<file path="src/rtl/button_pkg.sv">
// rtl/button_pkg.sv - shared types and helpers for the button_bank conditioner
//
// Purpose : channel FSM state encoding and counter-width helper used by
//           button_channel and button_bank.
// Ports   : none (package).

package button_pkg;

  typedef enum logic [2:0] {
    IDLE    = 3'd0,
    ARM     = 3'd1,
    PRESSED = 3'd2,
    LONG    = 3'd3,
    REL     = 3'd4
  } btn_state_t;

  // Width of a counter that must hold values 0 .. n-1; never narrower than 1.
  function automatic int cnt_width(input int n);
    return (n <= 2) ? 1 : $clog2(n);
  endfunction

endpackage

</file>
<file path="src/rtl/button_channel.sv">
// rtl/button_channel.sv - one push-button channel: synchroniser, debounce FSM, event pulses
//
// Purpose : conditions one already polarity-corrected button input.
// Macro   : BUTTON_BANK_AUTOREPEAT_EN adds a repeat counter that re-fires
//           long_o every REPEAT_CYCLES while the button is held in LONG.
// Ports   :
//   clk        system clock
//   rst_n      asynchronous active-low reset
//   btn_i      raw button, 1 = pressed (asynchronous)
//   level_o    debounced pressed level
//   press_o    1-cycle pulse on accepted press
//   release_o  1-cycle pulse on accepted release
//   click_o    1-cycle pulse on release of a short press
//   long_o     1-cycle pulse when the hold reaches LONG_CYCLES (plus repeats)

module button_channel
  import button_pkg::*;
#(
  parameter int DEBOUNCE_CYCLES = 1000000,
  parameter int LONG_CYCLES     = 50000000
`ifdef BUTTON_BANK_AUTOREPEAT_EN
  ,
  parameter int REPEAT_CYCLES   = 10000000
`endif
) (
  input  logic clk,
  input  logic rst_n,
  input  logic btn_i,
  output logic level_o,
  output logic press_o,
  output logic release_o,
  output logic click_o,
  output logic long_o
);

  localparam int DW = cnt_width(DEBOUNCE_CYCLES);
  localparam int HW = cnt_width(LONG_CYCLES);
  localparam logic [DW-1:0] D_LAST = DW'(DEBOUNCE_CYCLES - 1);
  localparam logic [HW-1:0] H_LAST = HW'(LONG_CYCLES - 1);

  logic          sync_q1;
  logic          s;
  btn_state_t    state, state_nxt;
  logic          from_long, from_long_nxt;   // REL was entered from LONG
  logic [DW-1:0] dcnt, dcnt_nxt;
  logic [HW-1:0] hcnt, hcnt_nxt;
  logic          press_nxt, release_nxt, click_nxt, long_nxt;

`ifdef BUTTON_BANK_AUTOREPEAT_EN
  localparam int RW = cnt_width(REPEAT_CYCLES);
  localparam logic [RW-1:0] R_LAST = RW'(REPEAT_CYCLES - 1);
  logic [RW-1:0] rcnt, rcnt_nxt;
`endif

  // State register, counters, synchroniser and registered pulses.
  always_ff @(posedge clk or negedge rst_n) begin
    if (!rst_n) begin
      sync_q1   <= 1'b0;
      s         <= 1'b0;
      state     <= IDLE;
      from_long <= 1'b0;
      dcnt      <= '0;
      hcnt      <= '0;
      press_o   <= 1'b0;
      release_o <= 1'b0;
      click_o   <= 1'b0;
      long_o    <= 1'b0;
    end else begin
      sync_q1   <= btn_i;
      s         <= sync_q1;
      state     <= state_nxt;
      from_long <= from_long_nxt;
      dcnt      <= dcnt_nxt;
      hcnt      <= hcnt_nxt;
      press_o   <= press_nxt;
      release_o <= release_nxt;
      click_o   <= click_nxt;
      long_o    <= long_nxt;
    end
  end

  // Next-state and counter logic.
  always_comb begin
    state_nxt     = state;
    from_long_nxt = from_long;
    dcnt_nxt      = dcnt;
    hcnt_nxt      = hcnt;
    case (state)
      IDLE: begin
        if (s) begin
          state_nxt = ARM;
          dcnt_nxt  = DW'(1);
        end
      end
      ARM: begin
        if (!s) begin
          state_nxt = IDLE;
          dcnt_nxt  = '0;
        end else if (dcnt == D_LAST) begin
          state_nxt = PRESSED;
          dcnt_nxt  = '0;
          hcnt_nxt  = '0;
        end else begin
          dcnt_nxt = dcnt + DW'(1);
        end
      end
      PRESSED: begin
        // Reaching the long threshold wins over a simultaneous drop of s.
        if (hcnt == H_LAST) begin
          state_nxt = LONG;
        end else if (!s) begin
          state_nxt     = REL;
          from_long_nxt = 1'b0;
          dcnt_nxt      = DW'(1);
        end else begin
          hcnt_nxt = hcnt + HW'(1);
        end
      end
      LONG: begin
        if (!s) begin
          state_nxt     = REL;
          from_long_nxt = 1'b1;
          dcnt_nxt      = DW'(1);
        end
      end
      REL: begin
        if (s) begin
          state_nxt = from_long ? LONG : PRESSED;
          dcnt_nxt  = '0;
        end else if (dcnt == D_LAST) begin
          state_nxt = IDLE;
          dcnt_nxt  = '0;
        end else begin
          dcnt_nxt = dcnt + DW'(1);
        end
      end
      default: begin
        state_nxt = IDLE;
        dcnt_nxt  = '0;
        hcnt_nxt  = '0;
      end
    endcase
  end

  // Pulse requests; registered above so each pulse lands one cycle after
  // the decision and lasts exactly one cycle.
  always_comb begin
    press_nxt   = (state == ARM) && s && (dcnt == D_LAST);
    release_nxt = (state == REL) && !s && (dcnt == D_LAST);
    click_nxt   = release_nxt && !from_long;
`ifdef BUTTON_BANK_AUTOREPEAT_EN
    long_nxt    = ((state == PRESSED) && (hcnt == H_LAST)) ||
                  ((state == LONG) && s && (rcnt == R_LAST));
`else
    long_nxt    = (state == PRESSED) && (hcnt == H_LAST);
`endif
  end

`ifdef BUTTON_BANK_AUTOREPEAT_EN
  // Repeat counter: runs only while held in LONG, pauses in REL,
  // and is cleared whenever the channel is (or is about to be) idle.
  always_comb begin
    rcnt_nxt = rcnt;
    if (state_nxt == IDLE) begin
      rcnt_nxt = '0;
    end else if ((state == LONG) && s) begin
      rcnt_nxt = (rcnt == R_LAST) ? '0 : rcnt + RW'(1);
    end
  end

  always_ff @(posedge clk or negedge rst_n) begin
    if (!rst_n) begin
      rcnt <= '0;
    end else begin
      rcnt <= rcnt_nxt;
    end
  end
`endif

  assign level_o = (state == PRESSED) || (state == LONG) || (state == REL);

endmodule

</file>
<file path="src/rtl/button_bank.sv">
// rtl/button_bank.sv - N-channel push-button conditioner (top)
//
// Purpose : applies input polarity and instantiates one independent
//           button_channel per button.
// Macro   : BUTTON_BANK_AUTOREPEAT_EN enables auto-repeat of long_o and the
//           REPEAT_CYCLES parameter.
// Ports   :
//   clk        system clock
//   rst_n      asynchronous active-low reset
//   btn_i      [N_BTN] raw asynchronous button inputs
//   level_o    [N_BTN] debounced pressed level
//   press_o    [N_BTN] 1-cycle pulse on accepted press
//   release_o  [N_BTN] 1-cycle pulse on accepted release
//   click_o    [N_BTN] 1-cycle pulse on release of a short press
//   long_o     [N_BTN] 1-cycle pulse when a hold reaches LONG_CYCLES

module button_bank
  import button_pkg::*;
#(
  parameter int N_BTN           = 5,
  parameter int DEBOUNCE_CYCLES = 1000000,
  parameter int LONG_CYCLES     = 50000000,
  parameter int ACTIVE_HIGH     = 1
`ifdef BUTTON_BANK_AUTOREPEAT_EN
  ,
  parameter int REPEAT_CYCLES   = 10000000
`endif
) (
  input  logic             clk,
  input  logic             rst_n,
  input  logic [N_BTN-1:0] btn_i,
  output logic [N_BTN-1:0] level_o,
  output logic [N_BTN-1:0] press_o,
  output logic [N_BTN-1:0] release_o,
  output logic [N_BTN-1:0] click_o,
  output logic [N_BTN-1:0] long_o
);

  // Pressed is always 1 inside the channels.
  logic [N_BTN-1:0] btn_act;
  assign btn_act = (ACTIVE_HIGH != 0) ? btn_i : ~btn_i;

  for (genvar i = 0; i < N_BTN; i++) begin : g_ch
    button_channel #(
      .DEBOUNCE_CYCLES(DEBOUNCE_CYCLES),
      .LONG_CYCLES    (LONG_CYCLES)
`ifdef BUTTON_BANK_AUTOREPEAT_EN
      ,
      .REPEAT_CYCLES  (REPEAT_CYCLES)
`endif
    ) u_ch (
      .clk      (clk),
      .rst_n    (rst_n),
      .btn_i    (btn_act[i]),
      .level_o  (level_o[i]),
      .press_o  (press_o[i]),
      .release_o(release_o[i]),
      .click_o  (click_o[i]),
      .long_o   (long_o[i])
    );
  end

endmodule
</file>
<file path="config.mk">
export PLATFORM = sky130hd
export DESIGN_NAME = button_bank
export DESIGN_NICKNAME = d
export VERILOG_FILES = /design/src/rtl/button_pkg.sv /design/src/rtl/button_channel.sv /design/src/rtl/button_bank.sv
export SDC_FILE = /design/constraint.sdc
export NUM_CORES = 1
export LEC_CHECK = 0
export CAP_MARGIN = 20
export CORE_MARGIN = 1
export CORE_UTILIZATION = 29
export DETAILED_ROUTE_END_ITERATION = 6
export HOLD_SLACK_MARGIN = 0.02
export RECOVER_POWER = 100
export SYNTH_ARGS = -nofsm -noshare
export SYNTH_HDL_FRONTEND = slang
export SYNTH_SLANG_ARGS = --single-unit
</file>
<file path="constraint.sdc">
create_clock -name clk -period 3.6 [get_ports clk]
set_input_delay 1.08 -clock clk [delete_from_list [all_inputs] [get_ports clk]]
set_output_delay 1.08 -clock clk [all_outputs]
set_load 0.05 [all_outputs]
</file>
After elaboration in Yosys (flattened, before gate mapping)
Cells that the tools add are included.
{"block": "totals", "mem_count": 0, "out_inout_bits": 25, "regBits": 280, "wordCells": 350, "romBits": 0, "latch_bits": 0, "ramBits": 0, "input_bits": 7}
{"block": "op_classes", "div": 0, "eq_ne": 75, "reduce_logical": 85, "order_cmp": 0, "mul": 0, "add_sub_neg": 10, "n_bitwise": 5, "muxes": 125, "shift": 0}
{"operator": "two-way mux 20 bit", "n": 30}
{"operator": "two-way mux 26 bit", "n": 20}
{"operator": "one-hot mux 20 bit (5 select lines)", "n": 5}
{"operator": "one-hot mux 26 bit (3 select lines)", "n": 5}
{"operator": "adder 26 x 1 -> 26 bit (second input constant)", "n": 5}
{"operator": "== test 26 bit (second input constant)", "n": 5}
{"operator": "two-way mux 3 bit", "n": 35}
{"operator": "adder 20 x 1 -> 20 bit (second input constant)", "n": 5}
{"operator": "== test 20 bit (second input constant)", "n": 5}
{"operator": "one-hot mux 3 bit (5 select lines)", "n": 5}
{"operator": "!= test 2 x 1 -> 1 bit (second input constant)", "n": 20}
{"operator": "== test 3 x 2 -> 1 bit (second input constant)", "n": 10}
{"operator": "logical AND 1 bit", "n": 30}
{"operator": "!= test 2 bit (second input constant)", "n": 15}
{"operator": "AND reduction 5 bit", "n": 5}
{"operator": "two-way mux 1 bit", "n": 20}
{"operator": "AND reduction 4 bit", "n": 5}
{"operator": "== test 3 x 1 -> 1 bit (second input constant)", "n": 5}
{"operator": "== test 3 bit (second input constant)", "n": 5}
{"operator": "logical NOT 3 bit", "n": 5}
{"operator": "!= test 3 x 1 -> 1 bit (second input constant)", "n": 5}
{"operator": "!= test 3 bit (second input constant)", "n": 5}
{"operator": "AND reduction 3 bit", "n": 5}
{"operator": "OR reduction 3 bit", "n": 5}
{"operator": "6 further kinds", "n": 40}

Depth between registers and ports, before layout
Gate-level depths: netlist of run 1.
{"block": "depth", "ltp_word": 4, "depth_mapped": 10, "depth_no_buf": 7}

Cells and area by module
A second synthesis of run 1 with hierarchy kept.
{"block": "hier_totals", "cells_unflattened": 1776, "area_unflattened_um2": 16037.9}
{"mod": "button_channel (g_ch[2].u_ch ...)", "cells_per_inst": 346, "n_inst": 2, "area_per_inst_um2": 3065.4}
{"mod": "button_channel (g_ch[4].u_ch)", "cells_per_inst": 387, "n_inst": 1, "area_per_inst_um2": 3577.2}
{"mod": "button_channel (g_ch[0].u_ch)", "cells_per_inst": 352, "n_inst": 1, "area_per_inst_um2": 3245.6}
{"mod": "button_channel (g_ch[1].u_ch)", "cells_per_inst": 345, "n_inst": 1, "area_per_inst_um2": 3084.2}

Worst setup path before layout of run 1
OpenSTA, ideal clock, no wires.
{"block": "synth_path", "path_kind": "register to register", "start": "reg g_ch[1].u_ch.hcnt[11]", "end": "reg g_ch[1].u_ch.hcnt[8]", "stages_incl_launch_ff": 10, "arrival_ns": 2.403, "n_path_buf": 3, "slack_ns": 1.062, "required_ns": 3.464, "cell_sequence": "dfrtp_1 > clkbuf_1 > or4_1 > or4_1 > or2_0 > clkbuf_1 > and3_1 > clkbuf_1 > a21oi_1 > a21oi_1"}
{"block": "synth_via", "elab_chain_cells": 3}
{"element": "start: declaration", "line": "button_channel.sv:46", "text": "logic [HW-1:0] hcnt, hcnt_nxt;"}
{"element": "start signal: assignment", "line": "button_channel.sv:74", "text": "hcnt <= hcnt_nxt;"}
{"element": "== test 26 bit", "line": "button_channel.sv:109", "text": "if (hcnt == H_LAST) begin"}
{"element": "!= test 2 bit (no source line)"}
{"element": "AND reduction 5 bit (no source line)"}
No other way between the ends.
A chain may end at the register's enable or synchronous reset.

Worst setup path after layout of run 1
{"block": "layout_path", "start": "reg g_ch[4].u_ch.state[2]", "end": "out level_o[4]"}
{"block": "layout_via", "elab_chain_cells": 3, "elab_cells_between_ends": 5, "classes_between": "eq/ne (3); reduce/logical (2)"}
{"element": "start: declaration", "line": "button_channel.sv:43", "text": "btn_state_t state, state_nxt;"}
{"element": "start signal: assignment", "line": "button_channel.sv:71", "text": "state <= state_nxt;"}
{"element": "== test 3 x 2 -> 1 bit", "line": "button_channel.sv:180", "text": "assign level_o = (state == PRESSED) || (state == LONG) || (state == REL);"}
{"element": "logical OR 1 bit", "line": "button_channel.sv:180"}
{"element": "logical OR 1 bit (*)", "line": "button_channel.sv:180"}
{"element": "end: declaration", "line": "button_bank.sv:32", "text": "output logic [N_BTN-1:0] level_o,"}
Every way passes the cells marked *; elsewhere a longest branch is shown, timed or not.

==> impl_results.md, run 1 <==
* Outcome: finished with violations
* Violated checks: design-rule violations, max-capacitance violations, max-slew violations
* Slew Limit Fails at between 40 and 50
* Crit path from: g_ch[4].u_ch.state[2]
* Period utilisation layout at 95.6%
* CP Max Fanout at 9
* Largest net degree at the start of global routing at 83
* Max-cap viol count at 2
* Setup TNS at 0 ps
* Initial antenna violation count at 1
* Pleak at slightly above 0.007 uW
* Overall global routing resource usage at between 10% and 20%
* Tightest Pin Transition at 2760 ps
* DPL Wire Length at between 20 and 25 mm
* Mapped Avg Cell Area at 8.73 sq um
* Cells after Synth at 1,778
* Worst path top cell family by delay: buffers and inverters
* Worst setup SP type: register
* Area Overhead vs Synth at 13.0%
* RSZ-0062 raised after global routing: false
* Via density at between 5 and 6
* Post-DR wirelength/cell at 14.8 um
* Reg clk slew, reported paths at 50 ps
* Main synth FF type: dfrtp_1
* Setup violation total in the final timing report at 0
* HP Class: reg -> reg
* Maximum VDD drop at roughly 270 uV
* Height of the die at 233 um
* PD cells at between 400 and 500 nW/um^2
* R2r worst-path depth at 6
* Yosys warns at 0
* Final min period at ~3400 ps
* CP endpoint: level_o[4]
* Final hold vios at 0
* # IOs at 32
* Number of remaining DRC errors at 10
* #FFs+latches synth at 280
* R2R Path End: g_ch[2].u_ch.dcnt[15]
* Post-CTS Hold Fix Bufs at 0
* Overall Power at 7840 uW
* Chip Width at 233 um
* Headroom to the max-slew limit at -84.0%
* Post-synth ARST share at between 90% and 100%
* EDFF count, synth at 0
* Post-route ant nets at 0
* Clk Latency, worst-skew pair at 540 ps
* Nets@finish at 1,780
* FF-to-FF setup slack at 250 ps
* Global-route wire length before repair at 62.7 mm
* Req. time, crit path at 2520 ps
* Buf+Inv Stages, Crit Path at 2
* Clock sink count at 280
* WS Path Type: reg -> out
* CTS Buffer Depth at 3
* CTS buffer count at 36
* Initial core utilization at 29.4%
* Worst path depth at 4
* Seq/Total Area, Yosys at between 40 and 50%
* Clock root cell: clkbuf_16
* Vias in the first global route at 12,889
* Post-synth cell types at 79
* Setup crit end kind: primary output
* N_diodes at 0
* Fmax at slightly below 0.3 GHz
* Final instance area at 17,500 sq um
* Cell repeated most along the worst path: nand2_1
* DR pass1 iterations at 7
* CP cell instances: clkinv_1 > nand2_1 > nand2_1 > clkdlybuf4s50_1
* GPL Wtd Cong at between 0.8 and 0.9
* CP arrival at 2360 ps
* Iteration-0 DRC count of the detailed router at 907
* DP Area at 16,400 sq um
* Crit-path slowest cell: clkdlybuf4s50_1
* IO Port Bufs at 31
* Routed vias at around 14,000
* CTS tree: yes
* Worst clock skew at 19.5 ps
* Die ar. at 54,500 sq um
* # rows at 84
* Post-Synthesis Net Count at 1,795
* H-tree levels at 2
* Slowest stage delay, CP at about 740 ps
* Share of cells above drive strength 1 at 5.81%
* Area of the mapped netlist at 15,500 sq um
* GRT overflow at 0
* Total Wirelength at 36.5 mm
* Core area at 52,800 sq um
* Critical R2R Launch: g_ch[2].u_ch.dcnt[15]
## state kept, by name, indices dropped and copies added (netlist names)
signal and flops:
g_ch.u_ch.s 5, g_ch.u_ch.long_o 5, g_ch.u_ch.state 15, g_ch.u_ch.sync_q1 5, g_ch.u_ch.click_o 5, g_ch.u_ch.hcnt 130, g_ch.u_ch.from_long 5, g_ch.u_ch.press_o 5
g_ch.u_ch.dcnt 100, g_ch.u_ch.release_o 5
## layer usage
layer | track usage, % | share of wire [%]
met1 | 17.9 | 47
met3 | 2.40 | 4.0
met5 | 0 | 0.047
met4 | 4.77 | 2.2
met2 | 22.0 | 46
## worst min-delay path by stage
stage / endpoint / slack, ps / startpoint / depth (start not counted)
finish: g_ch[2].u_ch.s / 340 / g_ch[2].u_ch.sync_q1 / 0
global route: g_ch[0].u_ch.s / 360 / g_ch[0].u_ch.sync_q1 / 0
CTS: g_ch[2].u_ch.s / 350 / g_ch[2].u_ch.sync_q1 / 0
detailed placement: g_ch[2].u_ch.s / 330 / g_ch[2].u_ch.sync_q1 / 0
global placement: g_ch[2].u_ch.s / 330 / g_ch[2].u_ch.sync_q1 / 0
floorplan: g_ch[0].u_ch.s / 330 / g_ch[0].u_ch.sync_q1 / 0
## power breakdown
group	total [uW]	leakage [uW]	internal, uW	switching (uW)
Combinational	750	0.00267	248	502
Sequential	3350	0.00386	3230	123
Clock	3740	0.000602	2310	1430
## logic make-up after synthesis
logic type,synth area share (%)
DFF,45.1
AOI/OAI and AO/OA,20.4
muxes,0.338
buffers and inverters,4.16
xor gates and xnor gates,1.64
and+or+nand+nor,27.5
adders and majority gates,0.806
## synthesized netlist by cell type, types with 6 or more instances
master     number  area share (%)
a31oi_1        43             1.7
and4_1         24             1.4
nand2_1       166             4.0
a211oi_1        6            0.29
and2_1         27             1.1
dfrtp_1       280              45
or3b_2          7            0.39
or2_2          10            0.40
nor2_1        157             3.8
a21oi_1        91             2.9
nand3b_1        8            0.39
a22o_1          8            0.45
or4_1          24             1.2
nor2b_1        20            0.81
nor3_1         34             1.1
xor2_1         21             1.2
and3_1         48             1.9
o211ai_1       17            0.82
ha_1           10            0.81
o41ai_1        18             1.0
nor4b_1        11            0.62
buf_2           6            0.19
or3_1          28             1.1
a21o_1          6            0.29
nand3_1       112             3.6
nand2b_1       18            0.73
nor4_1         27             1.1
nand4_1        51             2.1
inv_1          32            0.77
o21a_1          7            0.34
o2111ai_1       8            0.45
buf_4          25             1.2
clkbuf_1       78             1.9
o31ai_1        53             2.6
a41oi_1         6            0.34
xnor2_1         8            0.45
o21ai_0       198             6.4
## stage by stage
| step | utilization (%) | instances | setup WS (ps) | hold slack [ps] |
|---|---|---|---|---|
| CTS | 33.5 | 2476 | 50.8 | 347 |
| finish | 33.3 | 2477 | 159 | 345 |
| global route | 33.3 | 2477 | 10.0 | 356 |
| floorplan | - | 1778 | 1060 | 331 |
| detailed placement | 31.1 | 2412 | 656 | 335 |
| global placement | 31.1 | 2411 | 680 | 333 |
## repair_timing
action / 4_1_cts / 5_1_grt
endpoints found under the setup margin: 0 / 2
gates resized for setup: 0 / 2
buffers inserted: 0 / 0
## layout make-up
cell class,count,area [sq um]
clock buffer,55,1090
clock inverter,9,138
fill,5423,35200
inverter,33,124
multi-input combinational,1355,7840
sequential,280,7010
tap,688,861
timing repair buffer,57,489
## cells in the final DEF (no fill, tap or decap), types with 16 or more instances in the layout
master | Yosys | routed
o31ai_1 | 53 | 53
nand3_1 | 112 | 112
o21ai_0 | 198 | 199
nor2b_1 | 20 | 20
dlygate4sd3_1 | 0 | 27
and3_1 | 48 | 48
and4_1 | 24 | 24
or3_1 | 28 | 28
clkbuf_16 | 0 | 38
xor2_1 | 21 | 21
o211ai_1 | 17 | 17
nand4_1 | 51 | 51
a21oi_1 | 91 | 91
a31oi_1 | 43 | 43
o41ai_1 | 18 | 18
nand2b_1 | 18 | 18
buf_4 | 25 | 16
clkbuf_1 | 78 | 19
nand2_1 | 166 | 166
and2_1 | 27 | 23
dfrtp_1 | 280 | 280
nor2_1 | 157 | 157
inv_1 | 32 | 32
or4_1 | 24 | 26
nor4_1 | 27 | 29
nor3_1 | 34 | 34
No activity file was read; power rests on OpenSTA's default activity.
==> run 2, diff against run 1 <==
--- a/config.mk
+++ b/config.mk
@@ -9,8 +9,8 @@
 export CORE_MARGIN = 1
 export CORE_UTILIZATION = 29
 export DETAILED_ROUTE_END_ITERATION = 6
-export HOLD_SLACK_MARGIN = 0.02
 export RECOVER_POWER = 100
 export SYNTH_ARGS = -nofsm -noshare
 export SYNTH_HDL_FRONTEND = slang
 export SYNTH_SLANG_ARGS = --single-unit
+export TNS_END_PERCENT = 1
==> results of run 2 <==
No change in the layout: final DEF, timing and power equal those of run 1.
